File: config.mk
export PLATFORM = sky130hd
export DESIGN_NAME = fx3_transfer
export DESIGN_NICKNAME = d
export VERILOG_FILES = /design/src/rtl/fx3_transfer.sv
export SDC_FILE = /design/constraint.sdc
export NUM_CORES = 1
export LEC_CHECK = 0
export CAP_MARGIN = 20
export CORE_UTILIZATION = 28
export CTS_BUF_LIST = sky130_fd_sc_hd__clkbuf_4 sky130_fd_sc_hd__clkbuf_8
export DETAILED_ROUTE_END_ITERATION = 8
export SKIP_LAST_GASP = 1
export SLEW_MARGIN = 20
export SYNTH_ARGS = -nofsm -noshare
export SYNTH_HDL_FRONTEND = slang
export SYNTH_SLANG_ARGS = --single-unit
export TNS_END_PERCENT = 1
File: constraint.sdc
create_clock -name clock -period 2.83 [get_ports clock]
set_input_delay 0.566 -clock clock [delete_from_list [all_inputs] [get_ports clock]]
set_output_delay 0.566 -clock clock [all_outputs]
set_load 0.01 [all_outputs]
File: src/rtl/fx3_transfer.sv
// fx3_transfer: read-side drain stage between the ping-pong sample buffer and
// the FX3 GPIF slave interface. Once a full buffer half is available and the
// FX3 reports DMA space, it reads exactly one burst of BURST_LEN 10-bit
// samples. It forwards them zero-extended to 16 bits with an active-low write
// strobe, counts completed bursts and flags FX3 handshake violations.
//
// Ports:
//   clock, reset   - FX3/read clock; synchronous active-high reset
//   collectData    - capture enable (level)
//   testMode       - substitute a 10-bit incrementing pattern for buffer data
//   dataAvailable  - buffer read side holds a full half
//   bufferData     - buffer output, valid one cycle after isReading
//   fx3Ready       - FX3 DMA flag (space for BURST_LEN words)
//   isReading      - buffer read request
//   fx3Data        - FX3 data bus {6'b0, sample}
//   fx3nWrite      - FX3 write strobe, active low
//   busy           - high whenever not idle
//   transferError  - sticky: fx3Ready dropped during an active burst
//   burstCount     - completed bursts, wraps at 16 bits
module fx3_transfer #(
  parameter int unsigned BURST_LEN = 8192,
  parameter int unsigned CNT_W     = 14
) (
  input  logic        clock,
  input  logic        reset,
  input  logic        collectData,
  input  logic        testMode,
  input  logic        dataAvailable,
  input  logic [9:0]  bufferData,
  input  logic        fx3Ready,
  output logic        isReading,
  output logic [15:0] fx3Data,
  output logic        fx3nWrite,
  output logic        busy,
  output logic        transferError,
  output logic [15:0] burstCount
);

  typedef enum logic [1:0] {
    IDLE  = 2'd0,
    READ  = 2'd1,
    DRAIN = 2'd2,
    DONE  = 2'd3
  } state_t;

  localparam logic [CNT_W-1:0] CNT_LAST = CNT_W'(BURST_LEN);

  state_t            state_q, state_d;
  logic [CNT_W-1:0]  cnt_q, cnt_d, cnt_inc;
  logic              drain_q, drain_d;
  logic              rd_q, rd_d;
  logic              rv_q, rv_d;
  logic              nwr_q, nwr_d;
  logic [15:0]       data_q, data_d;
  logic              busy_q, busy_d;
  logic              err_q, err_d;
  logic [15:0]       bcnt_q, bcnt_d;
  logic [9:0]        pat_q, pat_d;

  always_comb begin
    state_d = state_q;
    cnt_d   = cnt_q;
    drain_d = drain_q;
    rd_d    = rd_q;
    bcnt_d  = bcnt_q;
    cnt_inc = cnt_q + 1'b1;

    case (state_q)
      IDLE: begin
        cnt_d   = '0;
        drain_d = 1'b0;
        if (collectData && dataAvailable && fx3Ready) begin
          state_d = READ;
          rd_d    = 1'b1;
        end
      end
      READ: begin
        // The terminal count is reached on the last read cycle, so the
        // request is dropped exactly after BURST_LEN asserted cycles.
        cnt_d = cnt_inc;
        if (cnt_inc == CNT_LAST) begin
          rd_d    = 1'b0;
          state_d = DRAIN;
        end
      end
      DRAIN: begin
        drain_d = 1'b1;
        if (drain_q) begin
          state_d = DONE;
          bcnt_d  = bcnt_q + 16'd1;
        end
      end
      DONE: begin
        // Wait for the stale full-half flag to clear before rearming.
        if (!dataAvailable) state_d = IDLE;
      end
      default: state_d = IDLE;
    endcase

    busy_d = (state_d != IDLE);

    // Two-stage output pipeline: read-valid flag, then data + strobe.
    rv_d   = rd_q;
    nwr_d  = ~rv_q;
    data_d = data_q;
    pat_d  = pat_q;
    if (rv_q) begin
      if (testMode) begin
        data_d = {6'b0, pat_q};
        pat_d  = pat_q + 1'b1;
      end else begin
        data_d = {6'b0, bufferData};
      end
    end

    // Clear first so a simultaneous set takes priority.
    err_d = err_q;
    if ((state_q == IDLE) && !collectData) err_d = 1'b0;
    if (!fx3Ready && (rd_q || !nwr_q))     err_d = 1'b1;
  end

  always_ff @(posedge clock) begin
    if (reset) begin
      state_q <= IDLE;
      cnt_q   <= '0;
      drain_q <= 1'b0;
      rd_q    <= 1'b0;
      rv_q    <= 1'b0;
      nwr_q   <= 1'b1;
      data_q  <= '0;
      busy_q  <= 1'b0;
      err_q   <= 1'b0;
      bcnt_q  <= '0;
      pat_q   <= '0;
    end else begin
      state_q <= state_d;
      cnt_q   <= cnt_d;
      drain_q <= drain_d;
      rd_q    <= rd_d;
      rv_q    <= rv_d;
      nwr_q   <= nwr_d;
      data_q  <= data_d;
      busy_q  <= busy_d;
      err_q   <= err_d;
      bcnt_q  <= bcnt_d;
      pat_q   <= pat_d;
    end
  end

  assign isReading     = rd_q;
  assign fx3Data       = data_q;
  assign fx3nWrite     = nwr_q;
  assign busy          = busy_q;
  assign transferError = err_q;
  assign burstCount    = bcnt_q;

endmodule

# After elaboration in Yosys (flattened, before gate mapping)
# Cells that the tools add are included.
[totals]
reg_bits = 64
inputBits = 16
output_inout_bits = 36
elab_cells = 50
[op_classes]
n_addsub = 3
eq_ne = 6
muxes = 13
n_bitwise = 1
n_reduce_logical = 16
[ops]
columns = ["op", "count"]
rows = [
  ["$pmux 14 s2", 1],
  ["$add 16x1->16 const B", 1],
  ["$add 14x1->14 const B", 1],
  ["$eq 14x14->1 const B", 1],
  ["$add 10x1->10 const B", 1],
  ["$mux 10", 1],
  ["$mux 2", 4],
  ["$pmux 2 s4", 1],
  ["$reduce_bool 2->1", 4],
  ["$eq 2x2->1 const B", 2],
  ["$logic_and 1x1->1", 4],
  ["$mux 1", 4],
  ["$ne 2x2->1 const B", 2],
  ["$pmux 1 s2", 2],
  ["$reduce_and 2->1", 2],
  ["$logic_not 1->1", 3],
  ["$reduce_and 3->1", 1],
  ["$eq 2x1->1 const B", 1],
  ["$logic_not 2->1", 1],
  ["$logic_or 1x1->1", 1],
  ["$not 1->1", 1],
]

# Logic depth before layout (Yosys ltp)
# Gate-level depths: netlist of run 1.
[depth]
word_depth = 5
depth_mapped = 7
mapped_depth_nobuf = 6

# Worst setup path before layout of run 1
# Ideal clock, no wire load.
[synth_timing]
path_type = "register -> register"
start = "register cnt_q[0]"
end = "register rd_q (netlist: isReading)"
setup_time_ns = 0.115
arrival_time_ns = 1.873
setup_slack_ns = 0.842
path_stages_with_launch = 7
path_buffers = 0
synth_period_minus_slack_ns = 1.988
path_cell_list = "dfxtp_1 -> ha_1 -> nand3_2 -> a2111oi_4 -> o211ai_2 -> or4_4 -> o21a_1"
[synth_via]
elab_chain_len = 4
[synth_rtl]
columns = ["item", "line_no", "source"]
rows = [
  ["start, declared", "49", "logic [CNT_W-1:0] cnt_q, cnt_d, cnt_inc;"],
  ["start signal, assigned", "137", "cnt_q <= cnt_d;"],
  ["$add 14x1->14", "66", "cnt_inc = cnt_q + 1'b1;"],
  ["$eq 14x14->1", "81", "if (cnt_inc == CNT_LAST) begin"],
  ["$ne 2x2->1 (no source line)", "--", ""],
  ["$reduce_and 3->1 (no source line)", "--", ""],
  ["end signal, assigned", "139", "rd_q <= rd_d;"],
  ["end, declared", "51", "logic rd_q, rd_d;"],
]
# Every way passes these cells.
# A chain may end at the register's enable or synchronous reset.

# Worst setup path after layout of run 1
# Ends and elaborated chain as after synthesis.

==> results.txt, run 1 <==
----------------------------------------------------
[Clock network]
  Clock-pin slew on the worst setup and hold paths ... 0.06 ns
  Total number of clock tree sinks ... 58
  Post-CTS Setup Repair Bufs ... 0
  Clock buffer depth ... 2
  CTS Hold Buffers Added ... 0
  TritonCTS buffer count ... 9
  Insertion delay to the later sink of the worst-skew pair ... 0.32 ns
  Number of instances resized during post-cts repair ... 0
  Number of H-tree levels ... 3
  Clk root buf ... clkbuf_8
  CTS tree ... done

[Yosys]
  Avg Cell Area, Syn ... 8.61 um2
  Number of storage elements in the synthesis netlist ... 58
  Cell area after technology mapping ... 0.00282 mm2
  Post-synth EDFFs ... 0
  Top-area cell type share of the netlist area ... 41.2%
  Top cells by area, synth ... dfxtp_1 41%, nor2_1 6.5%, mux2i_1 4.6%
  Fraction of registers with async set or reset after synthesis ... 0%
  Largest area contributor in the synthesized netlist ... dfxtp_1
  Synth Warn # ... 0
  Count of mapped cells out of synthesis ... 327
  Main synth FF type ... dfxtp_1
  Sequential element share of the synthesized area ... 41.2%
  Synth cell types ... 49

[Place]
  Instance area at placement ... 0.00336 mm2
  Weighted congestion at the end of routability-driven global placement ... 0.792
  HPWL Detailed ... 4.35 mm
  Count of buffers from port buffering ... 45

[Layout]
  Count of antenna diodes in the layout ... 0
  Most common cell after layout, fill and taps aside ... dfxtp_1
  Final std cell area, no fill ... 0.00355 mm2
  Synthesis-to-finish area growth ... 25.9%
  Final-layout fill cell count ... 1,012
  Fraction of final layout cells with drive strength greater than 1 ... 8.58%
  Nets ... 389
  Commonest non-fill, non-tap cells in the layout ... 58 x dfxtp_1, 49 x nor2_1, 44 x clkdlybuf4s50_1

[Worst setup path]
  Arrival time worst endpoint ... 2.39 ns
  Critical setup path kind ... reg2reg
  Critical Path Source Type ... flop
  Critical R2R Launch ... cnt_q[0]
  R2R setup slack ... 0.66 ns
  Endpoint of the most critical register-to-register path ... isReading
  FF-to-FF path depth ... 6
  Worst EP required ... 3.04 ns
  Crit end category ... flop
  Max FO, Critical Path ... 9

[Routing]
  Total iterations of the first detailed-routing run ... 4
  Count of vias placed by the detailed router ... 2,381
  Post-route ant nets ... 0
  Final wirelength ... 6.17 mm
  Detailed-route vias per instance ... 4.71
  Violation count after the first detailed-route iteration ... 71
  Number of remaining DRC errors ... 0
  Average wire per standard cell ... 12.2 um

[Floorplanning]
  Die extent in x ... 102 um
  Die area ... 0.0105 mm2
  Vertical die dimension ... 102 um
  Core Footprint ... 0.00977 mm2
  Total number of placement rows ... 36
  Num ports ... 52
  Initial core utilization ... 28.8%

[Pwr]
  Power per Cell Area ... 474 mW/mm2
  Power Total ... 0.00168 W
  Leakage ... 1.27 nW
  Worst vdd ir ... 288 uV

[Global route]
  Global-route wire length before repair ... 10.3 mm
  Number of global-route vias before repair ... 2,148
  Tot GR Track Use ... 12.6%
  Overflow after GRT ... 0
  Antenna violations before repair ... 0
  Pin count of the biggest net entering global routing ... 36

[STA]
  Final cycle utilization of the critical path ... 76.8%
  Final hold viol count ... 0
  RSZ-0062 raised after global routing ... no
  Tightest Pin Transition ... 0.642 ns
  Highest achievable clock rate ... 0.460 GHz
  Sum of negative setup slack ... 0 ns
  Final critical path time including I/O delays and setup ... 2.17 ns
  Worst Skew ... 0.00998 ns
  Final slew viol count ... 0
  Final setup violation count ... 0
  Slew headroom ... 57.2%

[Job]
  Max-cap violation count ... 0

[Hold path]
  Worst Hold Class ... reg2reg
  Sink of the worst hold path ... fx3Data[7]
  Beginning of the worst hold path ... fx3Data[7]
  Min-Delay Path Depth ... 2

[Outcome]
  Outcome ... complete, no violations

----------------------------------------------------
## logic make-up after synthesis
logic type,after synthesis,share of synthesized area [%]
DFF,58,41.2
other,1,0.133
AOI/OAI and AO/OA,60,14.6
xor gates and xnor gates,20,6.22
muxes,13,4.62
buffers and inverters,29,5.24
and+or+nand+nor,143,26.7
adders and majority gates,3,1.33
## worst max path at each step
stage,to,start,slack (ns),cells after the start
after global placement,pat_q[5],testMode,0.72,6
final,isReading,cnt_q[0],0.66,6
after CTS,isReading,cnt_q[0],0.66,6
after floorplan,isReading,cnt_q[0],0.84,6
after detailed placement,isReading,cnt_q[0],0.68,6
after global routing,busy,cnt_q[0],0.37,6
## worst max-delay path: stages, from the launching register on
cell and delay [ns]:
dfxtp_1 0.40, ha_1 0.27, nand3_2 0.22, nor3_1 0.34
a211oi_1 0.15, or4_4 0.57, o21a_1 0.12
## cell usage after synthesis (2+ instances only)
master,n
nor2b_1,2
dfxtp_1,58
nand2_1,25
and2b_1,2
nand4b_1,2
and3_1,7
a211oi_1,12
nand4_2,2
nand2b_1,4
or3_1,8
ha_1,3
nor3_1,8
clkbuf_1,13
a22oi_1,2
nand3b_1,2
nor2_1,49
xor2_1,12
o21a_1,2
or4_1,2
a21oi_1,20
nand4_1,7
and4_1,3
o211ai_2,2
o21ai_0,12
buf_6,2
xnor2_1,8
mux2i_1,13
buf_4,6
and2_1,2
nor4_1,6
inv_1,7
nand3_1,5
a21o_1,2
nand3_2,2
## cell type report
type	instances	area (um2)	area share, %
flip-flops and latches	58	1160	32.7
well taps	133	166	4.69
inverters	7	26.3	0.741
clock buffers	11	151	4.27
clock inverters	3	40.0	1.13
multi-input cells	245	1530	43.0
repair buffers	49	475	13.4
## per-layer routing
metal	part of all wire, %	track usage (%)	up-vias	wire [um]
met1	49	16.4	1100	3010
met3	6.2	4.92	4	384
met2	44	19.1	49	2730
met4	0.68	4.18	0	42
li1	-	-	1228	-
met5	0	0	-	0
## flip-flops by register name, indices dropped and copies added, names as in the netlist
register	flops
burstCount	16
busy	1
cnt_q	14
drain_q	1
fx3Data	10
fx3nWrite	1
isReading	1
pat_q	10
rv_q	1
state_q	2
transferError	1
## power by group
group | switching [W] | leakage (nW) | internal, W
combinational | 0.0000476 | 0.698 | 0.0000506
sequential | 0.00000811 | 0.468 | 0.000826
clock | 0.000306 | 0.101 | 0.000442
## stage by stage
step | setup slack [ns] | hold slack [ns] | instances | util, %
2_1_floorplan | 0.842 | 0.389 | 332 | -
3_3_place_gp | 0.724 | 0.471 | 492 | 34.3
3_5_place_dp | 0.675 | 0.481 | 492 | 34.3
4_1_cts | 0.656 | 0.493 | 506 | 36.3
5_1_grt | 0.365 | 0.510 | 506 | 36.3
6_report | 0.656 | 0.489 | 506 | 36.3
Power figures use the tool's default switching activity.
==> inputs of run 2 (changes only) <==
- clock period: 2.83 -> 2.16 ns (I/O delays scaled with it)
==> results.txt, run 2 (same netlist as run 1, synthesis figures left out) <==
----------------------------------------------------
[Outcome]
  Outcome ... complete, no violations

[Hold path]
  Min-Delay Path Depth ... 2 (unchanged)
  Worst Hold Class ... in2reg

[Routing]
  Post-route ant nets ... 0 (unchanged)
  Detailed-route vias per instance ... 4.80 (+2.0%)
  Number of remaining DRC errors ... 0 (unchanged)
  Violation count after the first detailed-route iteration ... 91 (+28%)
  Total iterations of the first detailed-routing run ... 5 (+1)
  Count of vias placed by the detailed router ... 2,467 (+3.6%)
  Final wirelength ... 6.50 mm (+5.4%)
  Average wire per standard cell ... 12.6 um (+3.8%)

[Layout]
  Number of cells in the finished layout apart from fillers ... 514 (+1.6%)
  Nets ... 395 (+1.5%)
  Count of antenna diodes in the layout ... 0 (unchanged)
  Synthesis-to-finish area growth ... 29.9%
  Number of flip-flops in the largest register ... 16 (unchanged)
  Most common cell after layout, fill and taps aside ... dfxtp_1
  Fraction of final layout cells with drive strength greater than 1 ... 11.5% (+3.0 points)
  Commonest non-fill, non-tap cells in the layout ... 57 x dfxtp_1, 49 x nor2_1, 44 x clkdlybuf4s50_1

[Worst setup path]
  Critical Path Source Type ... flop
  Maximum single-stage delay on the critical path ... 0.56 ns (about the same)
  Critical path depth ... 6 (unchanged)
  Critical setup path kind ... reg2reg
  Buf+Inv Stages, Crit Path ... 0 (unchanged)
  Worst EP required ... 2.39 ns (-0.65 ns)
  Critical Path Slowest Stage Cell ... or4_4
  FF-to-FF path depth ... 6 (unchanged)
  Crit end category ... flop
  Cells along the critical path ... ha_2 -> nand3_4 -> a2111oi_4 -> o211ai_2 -> or4_4 -> o21a_1
  CP delay by family, top ... simple AND/OR/NAND/NOR gates
  Max FO, Critical Path ... 6 (-3)
  Arrival time worst endpoint ... 2.29 ns (-0.10 ns)

[Clock network]
  CTS Hold Buffers Added ... 0 (unchanged)
  Clock buffer depth ... 2 (unchanged)
  Insertion delay to the later sink of the worst-skew pair ... 0.34 ns (+0.02 ns)
  TritonCTS buffer count ... 9 (unchanged)
  Number of H-tree levels ... 3 (unchanged)
  CTS tree ... done
  Total number of clock tree sinks ... 58 (unchanged)
  Post-CTS Setup Repair Bufs ... 0 (unchanged)
  Clock-pin slew on the worst setup and hold paths ... 0.08 ns (+0.02 ns)
  Number of instances resized during post-cts repair ... 0 (unchanged)
  Clk root buf ... clkbuf_8

[Place]
  Minimum setup slack after placement ... 0.0650 ns (-0.610 ns)
  Count of buffers from port buffering ... 45 (unchanged)
  Number of placed cells counting well taps ... 498 (+1.2%)
  HPWL Detailed ... 4.51 mm (+3.9%)
  Weighted congestion at the end of routability-driven global placement ... 0.773 (-2.4%)

[STA]
  Worst Hold Slack ... 0.444 ns (-0.0445 ns)
  Final hold viol count ... 0 (unchanged)
  RSZ-0062 raised after global routing ... no
  Post-route setup slack ... 0.0987 ns (-0.557 ns)
  Final slew viol count ... 0 (unchanged)
  Worst Skew ... 0.0128 ns (+0.00282 ns)
  Final critical path time including I/O delays and setup ... 2.06 ns (-0.113 ns)
  Final setup violation count ... 0 (unchanged)
  Final cycle utilization of the critical path ... 95.4% (+19 points)
  Highest achievable clock rate ... 0.485 GHz (+5.5%)
  Sum of negative setup slack ... 0 ns (unchanged)

[Floorplanning]
  Total number of placement rows ... 36 (unchanged)
  Initial core utilization ... 28.8% (unchanged)
  Die area ... 0.0105 mm2 (unchanged)
  Num ports ... 52 (unchanged)
  Core Footprint ... 0.00977 mm2 (unchanged)
  Die extent in x ... 102 um (unchanged)
  Vertical die dimension ... 102 um (unchanged)

[Global route]
  Pin count of the biggest net entering global routing ... 46 (+28%)
  Global-route wire length before repair ... 10.9 mm (+5.3%)
  Tot GR Track Use ... 13.4% (+0.74 points)
  Number of global-route vias before repair ... 2,273 (+5.8%)
  Antenna violations before repair ... 0 (unchanged)
  Overflow after GRT ... 0 (unchanged)

[Pwr]
  Worst vdd ir ... 360 uV (+25%)
  Leakage ... 1.31 nW (+3.5%)
  Power per Cell Area ... 657 mW/mm2 (+39%)

[Job]
  Max-cap violation count ... 0 (unchanged)

----------------------------------------------------
## run 2: cell types whose count changed in the layout (fill, tap and decap cells not counted), sizes merged
| cell | change |
|---|---|
| buf | +6 |
| bufinv | +1 |
| clkbuf | +1 |
## run 2: final timing paths
check	from	endpoint	slack (ns)
worst max-delay path	cnt_q[1]	isReading	0.1
worst min register to register	fx3Data[4]	fx3Data[4]	0.49
worst max register to register	cnt_q[1]	isReading	0.1
worst min-delay path	reset	cnt_q[12]	0.44
## run 2: layout make-up
cell class | instances | area (um2)
Clock buffer | 12 | 159
Clock inverter | 4 | 73.8
Fill cell | 1000 | 6120
Inverter | 7 | 26.3
Multi-Input combinational cell | 245 | 1550
Sequential cell | 58 | 1160
Tap cell | 133 | 166
Timing Repair Buffer | 55 | 520
## run 2: where the power goes
group | internal [W] | switching, W
Clock | 0.000726 | 0.000451
Sequential | 0.00108 | 0.00000983
Combinational | 0.0000687 | 0.0000647
Total | 0.00188 | 0.000525
## run 2: stage by stage
step	power (W)	utilization (%)	cell area (um2)
after floorplan	0.00119	-	2840
after CTS	0.00243	37.2	3630
final	0.00240	37.4	3660
after global routing	0.00249	37.4	3660
after detailed placement	0.00125	34.8	3400
after global placement	0.00125	34.8	3400
## run 2: worst register-to-register path: stages (launching register included)
cell and delay (ns):
dfxtp_1 0.40, ha_2 0.27, nand3_4 0.13, a2111oi_4 0.35
o211ai_2 0.12, or4_4 0.56, o21a_1 0.12
## run 2: per-layer routing
layer,routed length (um),global-route usage (%),up-vias
li1,-,-,1239
met1,3130,17.5,1155
met2,2900,20.3,63
met3,374,4.10,10
met4,98,5.82,0
met5,0,0,-
==> inputs of run 3 (changes only) <==
- CTS_CLUSTER_DIAMETER: unset -> 200
==> results of run 3 <==
Same layout as run 2: the final DEF is identical, and so are final timing and power.
